## config.mk

```make
export PLATFORM = sky130hd
export DESIGN_NAME = prog_loader_flat
export DESIGN_NICKNAME = d
export VERILOG_FILES = /design/src/rtl/prog_loader_if.sv /design/src/rtl/prog_loader.sv /design/src/flat_wrapper.sv
export SDC_FILE = /design/constraint.sdc
export NUM_CORES = 1
export LEC_CHECK = 0
export ABC_AREA = 1
export ABC_CLOCK_PERIOD_IN_PS = 3500
export CORE_MARGIN = 2
export CORE_UTILIZATION = 50
export DETAILED_ROUTE_END_ITERATION = 7
export DONT_BUFFER_PORTS = 1
export GPL_TIMING_DRIVEN = 1
export PLACE_DENSITY = 0.73
export SLEW_MARGIN = 20
export SYNTH_ARGS = -nofsm -noshare
export SYNTH_HDL_FRONTEND = slang
export SYNTH_SLANG_ARGS = --single-unit
```

## constraint.sdc

```tcl
create_clock -name clk -period 3.5 [get_ports clk]
set_input_delay 0.875 -clock clk [delete_from_list [all_inputs] [get_ports clk]]
set_output_delay 0.875 -clock clk [all_outputs]
set_load 0.01 [all_outputs]
```

## src/rtl/prog_loader_if.sv

```systemverilog
// rtl/prog_loader_if.sv - byte-stream input and instruction-memory write bundle for prog_loader
//
// Signals:
//   in_valid, in_data  : byte source -> loader
//   in_ready           : loader -> byte source
//   im_we, im_addr, im_wdata : loader -> instruction memory write port
//   cpu_rst_n, done, error   : loader status and core reset
// Modports: slave = loader side, master = source/observer side.
interface prog_loader_if #(
    parameter int ADDR_W = 10
);
    logic              in_valid;
    logic [7:0]        in_data;
    logic              in_ready;
    logic              im_we;
    logic [ADDR_W-1:0] im_addr;
    logic [18:0]       im_wdata;
    logic              cpu_rst_n;
    logic              done;
    logic              error;

    modport slave (
        input  in_valid, in_data,
        output in_ready, im_we, im_addr, im_wdata, cpu_rst_n, done, error
    );

    modport master (
        output in_valid, in_data,
        input  in_ready, im_we, im_addr, im_wdata, cpu_rst_n, done, error
    );
endinterface

```

## src/rtl/prog_loader.sv

```systemverilog
// rtl/prog_loader.sv - framed byte-stream loader filling instruction memory and gating core reset
//
// Ports:
//   clk  : clock
//   rst  : synchronous active-low reset
//   bus  : prog_loader_if.slave (byte stream in, memory write port and status out)
// Parameters:
//   ADDR_W  : instruction memory address width (depth 2^ADDR_W words)
//   TIMEOUT : idle cycles between bytes inside a frame before the frame is rejected (>= 1)
module prog_loader #(
    parameter int ADDR_W  = 10,
    parameter int TIMEOUT = 65535
) (
    input  logic          clk,
    input  logic          rst,
    prog_loader_if.slave  bus
);
    localparam int          CW    = ADDR_W + 1;
    localparam int          IW    = $clog2(TIMEOUT + 1);
    localparam logic [16:0] DEPTH = 17'd1 << ADDR_W;

    typedef enum logic [3:0] {
        S_IDLE, S_LEN_H, S_LEN_L, S_B0, S_B1, S_B2, S_CHK, S_DONE, S_ERR
    } state_t;

    state_t            state_q, state_d;
    logic [15:0]       len_q;
    logic [CW-1:0]     cnt_q;
    logic [IW-1:0]     idle_q;
    logic [7:0]        xor_q;
    logic [2:0]        b0_q;
    logic [7:0]        b1_q;
    logic              im_we_q;
    logic [ADDR_W-1:0] im_addr_q;
    logic [18:0]       im_wdata_q;
    logic              done_q, error_q, cpu_rst_n_q;

    logic              hs;
    logic              in_frame;
    logic              timed_out;
    logic [15:0]       len_n;
    logic [CW-1:0]     cnt_inc;

    assign bus.in_ready  = rst;
    assign bus.im_we     = im_we_q;
    assign bus.im_addr   = im_addr_q;
    assign bus.im_wdata  = im_wdata_q;
    assign bus.done      = done_q;
    assign bus.error     = error_q;
    assign bus.cpu_rst_n = cpu_rst_n_q;

    assign hs        = bus.in_valid & rst;
    // Full length as it will be once the low byte currently on the bus is taken.
    assign len_n     = {len_q[15:8], bus.in_data};
    assign cnt_inc   = cnt_q + CW'(1);
    assign in_frame  = state_q inside {S_LEN_H, S_LEN_L, S_B0, S_B1, S_B2, S_CHK};
    // idle_q counts edges already missed; this edge would be the TIMEOUT-th.
    assign timed_out = in_frame && !hs && (idle_q == IW'(TIMEOUT - 1));

    always_comb begin
        state_d = state_q;
        if (timed_out) begin
            state_d = S_ERR;
        end else if (hs) begin
            case (state_q)
                S_IDLE, S_DONE, S_ERR: if (bus.in_data == 8'hA5) state_d = S_LEN_H;
                S_LEN_H: state_d = S_LEN_L;
                S_LEN_L: begin
                    if (len_n == 16'd0 || {1'b0, len_n} > DEPTH) state_d = S_ERR;
                    else                                         state_d = S_B0;
                end
                S_B0:    state_d = (bus.in_data[7:3] != 5'd0) ? S_ERR : S_B1;
                S_B1:    state_d = S_B2;
                // Counter is one bit wider than the address so N = depth ends cleanly.
                S_B2:    state_d = (17'(cnt_inc) == {1'b0, len_q}) ? S_CHK : S_B0;
                S_CHK:   state_d = (bus.in_data == xor_q) ? S_DONE : S_ERR;
                default: state_d = S_IDLE;
            endcase
        end
    end

    always_ff @(posedge clk) begin
        if (!rst) begin
            state_q     <= S_IDLE;
            len_q       <= '0;
            cnt_q       <= '0;
            idle_q      <= '0;
            xor_q       <= '0;
            b0_q        <= '0;
            b1_q        <= '0;
            im_we_q     <= 1'b0;
            im_addr_q   <= '0;
            im_wdata_q  <= '0;
            done_q      <= 1'b0;
            error_q     <= 1'b0;
            cpu_rst_n_q <= 1'b0;
        end else begin
            state_q     <= state_d;
            im_we_q     <= 1'b0;
            done_q      <= (state_d == S_DONE);
            error_q     <= (state_d == S_ERR);
            cpu_rst_n_q <= (state_d == S_DONE);

            if (hs)            idle_q <= '0;
            else if (in_frame) idle_q <= idle_q + IW'(1);

            if (hs) begin
                case (state_q)
                    S_LEN_H: begin
                        len_q[15:8] <= bus.in_data;
                        xor_q       <= bus.in_data;
                    end
                    S_LEN_L: begin
                        len_q[7:0] <= bus.in_data;
                        xor_q      <= xor_q ^ bus.in_data;
                        cnt_q      <= '0;
                    end
                    S_B0: begin
                        b0_q  <= bus.in_data[2:0];
                        xor_q <= xor_q ^ bus.in_data;
                    end
                    S_B1: begin
                        b1_q  <= bus.in_data;
                        xor_q <= xor_q ^ bus.in_data;
                    end
                    S_B2: begin
                        im_we_q    <= 1'b1;
                        im_addr_q  <= cnt_q[ADDR_W-1:0];
                        im_wdata_q <= {b0_q, b1_q, bus.in_data};
                        cnt_q      <= cnt_inc;
                        xor_q      <= xor_q ^ bus.in_data;
                    end
                    default: ;
                endcase
            end
        end
    end
endmodule

```

## src/flat_wrapper.sv

```systemverilog
// flat-port wrapper written by rule: the top's interface ports become plain ports
module prog_loader_flat 
#(
    parameter int ADDR_W  = 10,
    parameter int TIMEOUT = 65535
)
  (clk, rst, bus_in_valid, bus_in_data, bus_in_ready, bus_im_we, bus_im_addr, bus_im_wdata, bus_cpu_rst_n, bus_done, bus_error);
  prog_loader_if #(.ADDR_W(ADDR_W)) bus_i ();
  input  logic clk;
  input  logic rst;
  input wire logic [$bits(bus_i.in_valid)-1:0] bus_in_valid;
  input wire logic [$bits(bus_i.in_data)-1:0] bus_in_data;
  output wire logic [$bits(bus_i.in_ready)-1:0] bus_in_ready;
  output wire logic [$bits(bus_i.im_we)-1:0] bus_im_we;
  output wire logic [$bits(bus_i.im_addr)-1:0] bus_im_addr;
  output wire logic [$bits(bus_i.im_wdata)-1:0] bus_im_wdata;
  output wire logic [$bits(bus_i.cpu_rst_n)-1:0] bus_cpu_rst_n;
  output wire logic [$bits(bus_i.done)-1:0] bus_done;
  output wire logic [$bits(bus_i.error)-1:0] bus_error;
  assign bus_i.in_valid = bus_in_valid;
  assign bus_i.in_data = bus_in_data;
  assign bus_in_ready = bus_i.in_ready;
  assign bus_im_we = bus_i.im_we;
  assign bus_im_addr = bus_i.im_addr;
  assign bus_im_wdata = bus_i.im_wdata;
  assign bus_cpu_rst_n = bus_i.cpu_rst_n;
  assign bus_done = bus_i.done;
  assign bus_error = bus_i.error;
  prog_loader #(.ADDR_W(ADDR_W), .TIMEOUT(TIMEOUT)) u_core (.clk(clk), .rst(rst), .bus(bus_i));
endmodule
```

=== After elaboration in Yosys (flattened, before gate mapping) ===
Cells that the tools add are included.

* Multiplexer cells: 11
* Eq/ne operators: 14
* Magnitude comparators: 1
* Bitwise logic cells: 3
* $add $sub $neg: 2
* Reductions and logical operators: 21

{| class="wikitable"
|+ Operator list
! kind !! count
|-
| $pmux W4 S7 || 1
|-
| $mux W4 || 6
|-
| $pmux W11 S2 || 1
|-
| $eq A4 B3 Y1 const B || 5
|-
| $add A16 B1 Y16 const B || 1
|-
| $eq A11 B16 Y1 || 1
|-
| $eq A16 B16 Y1 const B || 1
|-
| $gt A16 B11 Y1 const B || 1
|-
| $logic_not A16 Y1 || 1
|-
| $pmux W8 S2 || 1
|-
| $reduce_and A2 Y1 || 8
|-
| $add A11 B1 Y11 const B || 1
|-
| $eq A4 B2 Y1 const B || 2
|-
| $eq A4 B4 Y1 const B || 2
|-
| $eq A8 B8 Y1 || 1
|-
| $eq A8 B8 Y1 const B || 1
|-
| $xor A8 B8 Y8 || 1
|-
| $reduce_bool A6 Y1 || 1
|-
| $reduce_bool A5 Y1 || 1
|-
| $eq A4 B1 Y1 const B || 1
|-
| $logic_not A4 Y1 || 1
|-
| $reduce_bool A2 Y1 || 2
|-
| $reduce_or A4 Y1 || 1
|-
| $mux W3 || 1
|-
| 8 further kinds || 9
|}

* Input port bits: 11
* Word-level logic and storage cells: 65
* Bits in registers: 98

=== Longest topological paths before layout ===
* Depth after elaboration: 7
* Depth in mapped cells: 17
* Depth with buffers taken out: 17

=== Least setup slack after synthesis ===
No wires, ideal clock.

* Path type: input -> register
* Start: in bus_in_data[4]
* End: reg u_core.error_q (netlist: u_core.bus.error)
* Library setup time: 0.064 ns
* Slack: 1.339 ns
* Data arrival time: 2.097 ns
* Stages on the path: 12
* Cell sequence: clkbuf_1 -> nor3_2 -> nand3_1 -> nor2_1 -> nand3_1 -> nand3_1 -> nand3_1 -> nor2_1 -> nand3_1 -> nand2_1 -> nand2_1 -> nor2_1

* Longest elaborated chain between the ends: 7
* Elaborated cells on any way between the ends: 14

{| class="wikitable"
|+ Ends and longest elaborated chain
! what !! line !! RTL
|-
| from (decl) || flat_wrapper.sv:12 || <nowiki>input wire logic [$bits(bus_i.in_data)-1:0] bus_in_data;</nowiki>
|-
| $gt A16 B11 Y1 or $logic_not A16 Y1 (tied branches) || prog_loader.sv:69 || <nowiki>if (len_n == 16'd0 || {1'b0, len_n} > DEPTH) state_d = S_ERR;</nowiki>
|-
| $logic_or A1 B1 Y1 || prog_loader.sv:69 ||
|-
| $mux W4 || prog_loader.sv:69 ||
|-
| $pmux W4 S7 * || prog_loader.sv:65 || <nowiki>case (state_q)</nowiki>
|-
| $mux W4 * || prog_loader.sv:64 || <nowiki>end else if (hs) begin</nowiki>
|-
| $mux W4 * || prog_loader.sv:62 || <nowiki>if (timed_out) begin</nowiki>
|-
| $eq A4 B4 Y1 * || prog_loader.sv:101 || <nowiki>error_q <= (state_d == S_ERR);</nowiki>
|-
| to (signal assigned) || prog_loader.sv:101 ||
|-
| to (decl) || prog_loader.sv:36 || <nowiki>logic done_q, error_q, cpu_rst_n_q;</nowiki>
|}

Every way passes the cells marked *; elsewhere a longest branch is shown, timed or not.
A chain may end at the register's enable or synchronous reset.

=== Final worst setup path ===
* Start: reg u_core.cnt_q[0]
* End: reg u_core.error_q (netlist: u_core.bus.error)

* Longest elaborated chain between the ends: 7

{| class="wikitable"
|+ Ends and longest elaborated chain
! what !! line !! RTL
|-
| from (decl) || prog_loader.sv:28 || <nowiki>logic [CW-1:0] cnt_q;</nowiki>
|-
| from (signal assigned) || prog_loader.sv:130 || <nowiki>cnt_q <= cnt_inc;</nowiki>
|-
| $add A11 B1 Y11 || prog_loader.sv:55 || <nowiki>assign cnt_inc = cnt_q + CW'(1);</nowiki>
|-
| $eq A11 B16 Y1 || prog_loader.sv:75 || <nowiki>S_B2: state_d = (17'(cnt_inc) == {1'b0, len_q}) ? S_CHK : S_B0;</nowiki>
|-
| $mux W3 || prog_loader.sv:75 ||
|-
| $pmux W4 S7 || prog_loader.sv:65 ||
|-
| $mux W4 || prog_loader.sv:64 ||
|-
| $mux W4 || prog_loader.sv:62 ||
|-
| $eq A4 B4 Y1 || prog_loader.sv:101 ||
|}

No other way between the ends.

==> metrics.md <==
| Metric | Value |
|---|---|
| Syn nets | `673` |
| Setup Skew | `0.0150 ns` |
| Most instantiated library cell after synthesis | `nand2_1` |
| Setup bufs post-CTS | `0` |
| Power per cell area | `416 nW/um2` |
| Ys flop type | `dfxtp_1` |
| Synth cell types | `38` |
| Highest routed layer | `met4` |
| Worst slew pin tran | `0.834 ns` |
| Register area share after synthesis | `42.2%` |
| Slowest cell delay on critical path | `0.51 ns` |
| Number of flops mapped to enable cells by yosys | `0` |
| Clock Pin Slew Worst Setup and Hold Paths | `0.10 ns` |
| Met2 WL post-DR | `5.06 mm` |
| Initial core utilization | `51.0%` |
| Cell mode on critical path | `nand2_1` |
| Synth top area share | `42.2%` |
| Worst Path Arrival | `2.61 ns` |
| Initial antenna violation count | `0` |
| CTS root buf | `clkbuf_8` |
| Netlist Area Pre-Place | `4650 um2` |
| Final TNS setup | `0 ns` |
| Die height | `100 um` |
| Result of the run | `finished, final reports clean` |
| CTS Sinks | `98` |
| Total track usage | `22.3%` |
| Num CTS Buffers | `9` |
| Mapped Cells | `659` |
| CTS tree | `done` |
| CTS H-tree lvls | `3` |
| Unrepaired setup endpoints after global routing | `no` |
| DR WL/cell | `14.0 um` |
| Via Count | `4,175` |
| FFs w/ async S/R, synth | `0%` |
| Critical Path, Cell by Cell | `ha_1 > nand3_2 > nor2_4 > nand3_1 > nand3_1 > nand2_1 > nor3_2 > nand2_1 > nand2_1 > nand3_1 > nand2_1 > nand2_1 > nor2_1` |
| Met1 wire length | `4.80 mm` |
| Peak supply drop | `0.255 mV` |
| Final nets | `659` |
| Drc violations | `0` |
| # fillers | `874` |
| Die ar. | `10,100 um2` |
| Pre-CTS setup slack | `1.22 ns` |
| Flops & latches, synth | `98` |
| Syn_area_per_cell | `7.05 um2` |
| Achievable Freq | `433 MHz` |
| Startpoint Class | `register` |
| Max-slew headroom | `44.2%` |
| Slowest CP cell | `dfxtp_1` |
| Number of DRC markers in iteration 0 | `272` |
| Total Wirelength | `10.7 mm` |
| Vias in the first global route | `3,849` |
| Antenna Nets Post-Route | `0` |
| HP Class | `register to register` |
| DP HPWL | `7.63 mm` |
| Met3 wire length | `676 um` |
| Critical path peak fanout | `9` |
| Ys Warns | `0` |
| First-pass DRT Iterations | `5` |
| Num ports | `45` |
| CTS Hold Bufs | `0` |
| Placed Area | `4690 um2` |
| Largest net degree at the start of global routing | `54` |
| Vias per cell | `5.49` |
| First-pass GRT wire length | `18.2 mm` |
| CP Class | `register to register` |
| Fin crit share | `66.1%` |
| Top post-synthesis cells by area | `dfxtp_1, nand2_1, nand3_1` |
| Synth top cells by count | `nand2_1, dfxtp_1, inv_1, nand3_1, nor2_1` |
| Core Footprint | `9110 um2` |
| Minimum clock period | `2.31 ns` |
| Remaining Overflow, GRT | `0` |
| CP Capture Type | `register` |
| # resized after CTS | `0` |
| Max clock buf depth | `2` |
| Clk_lat worst skew | `0.38 ns` |
| Ratio of cells with drive above 1 in the final layout | `6.62%` |
| Row count | `35` |
| Slack of the critical path | `1.19 ns` |
| Syn-to-layout area delta | `5.57%` |
| Final standard cell area without fillers | `4910 um2` |
| Routability cong. | `0.956` |
| Maxcap violations | `0` |
| Worst EP required | `3.80 ns` |
| Die W | `100 um` |
| Slew Limit Fails | `0` |
| IO buf count | `0` |
| Setup violations, final | `0` |
| P_leak | `0.00184 uW` |
| Diode count | `0` |
| Post-synth top area cell | `dfxtp_1` |
| Final Hold Fails | `0` |
==> area by class of cell <==
class	count	area (um2)	area share (%)
multi-input combinational	449	2250	45.9
sequential	98	1960	40.0
inverter	84	315	6.43
tap	111	139	2.83
clock buffer	9	124	2.52
clock inverter	7	92.6	1.89
timing repair buffer	3	22.5	0.459
==> flip-flops by register name, indices dropped and copies added, names as in the netlist, 3 cells and up <==
signal,flops
u_core.bus.im_wdata,19
u_core.idle_q,16
u_core.len_q,16
u_core.cnt_q,11
u_core.bus.im_addr,10
u_core.b1_q,8
u_core.xor_q,8
u_core.state_q,4
u_core.b0_q,3
==> through the flow <==
stage                     total power [uW]  instances  hold WS [ns]  util (%)
final                                 2040        761         0.459      53.9
after global routing                  2120        761         0.492      53.9
after CTS                             2060        761         0.459      53.8
after detailed placement              1270        745         0.444      51.5
after global placement                1270        745         0.436      51.5
after floorplan                       1260        659         0.428         -
==> routing by layer <==
layer / vias up / track usage (%)
met5: - / 0
met4: 0 / 6.32
met3: 13 / 4.39
met2: 153 / 37.5
met1: 1878 / 29.1
li1: 2131 / -
==> worst paths after layout <==
path	startpoint	endpoint	slack (ns)	cells after the start
worst max-delay path	u_core.cnt_q[0]	u_core.bus.error	1.19	13
worst min-delay path	u_core.len_q[14]	u_core.len_q[14]	0.46	2
worst max register to register	u_core.cnt_q[0]	u_core.bus.error	1.19	13
worst min register to register	u_core.len_q[14]	u_core.len_q[14]	0.46	2
==> cell usage in the layout, fill, tap and decap left out, types with 5 or more instances in the layout <==
cell type and n:
a31oi_1 5, a211oi_1 6, a21oi_1 26, dfxtp_1 98, inv_1 81, nor3_1 12
nor2_1 59, nand3_1 68, clkbuf_8 9, o31ai_1 16, nand4_1 10, o21ai_1 8
nand2_1 146, xnor2_1 6, o21ai_0 52
==> power by group <==
part	leakage, uW	internal [uW]	switching (uW)
Combinational	0.000940	36.5	75.8
Clock	0.000109	350	440
Sequential	0.000791	1130	10.4
Total	0.00184	1520	526
==> critical path, delay by kind of cell (launching register included) <==
kind          cells  cell delay, ns
simple gates     12            1.43
fa+ha+maj         1            0.30
flops             1            0.51
==> kinds of logic after synthesis <==
kind of cell / after synthesis / share of synthesized area, %
AOI/OAI and AO/OA: 115 / 13.8
xor gates and xnor gates: 10 / 1.88
adders and majority gates: 3 / 0.808
buffers and inverters: 112 / 9.40
DFF: 98 / 42.2
and+or+nand+nor: 321 / 31.9
Note: power is estimated with default switching activity, not from simulation.
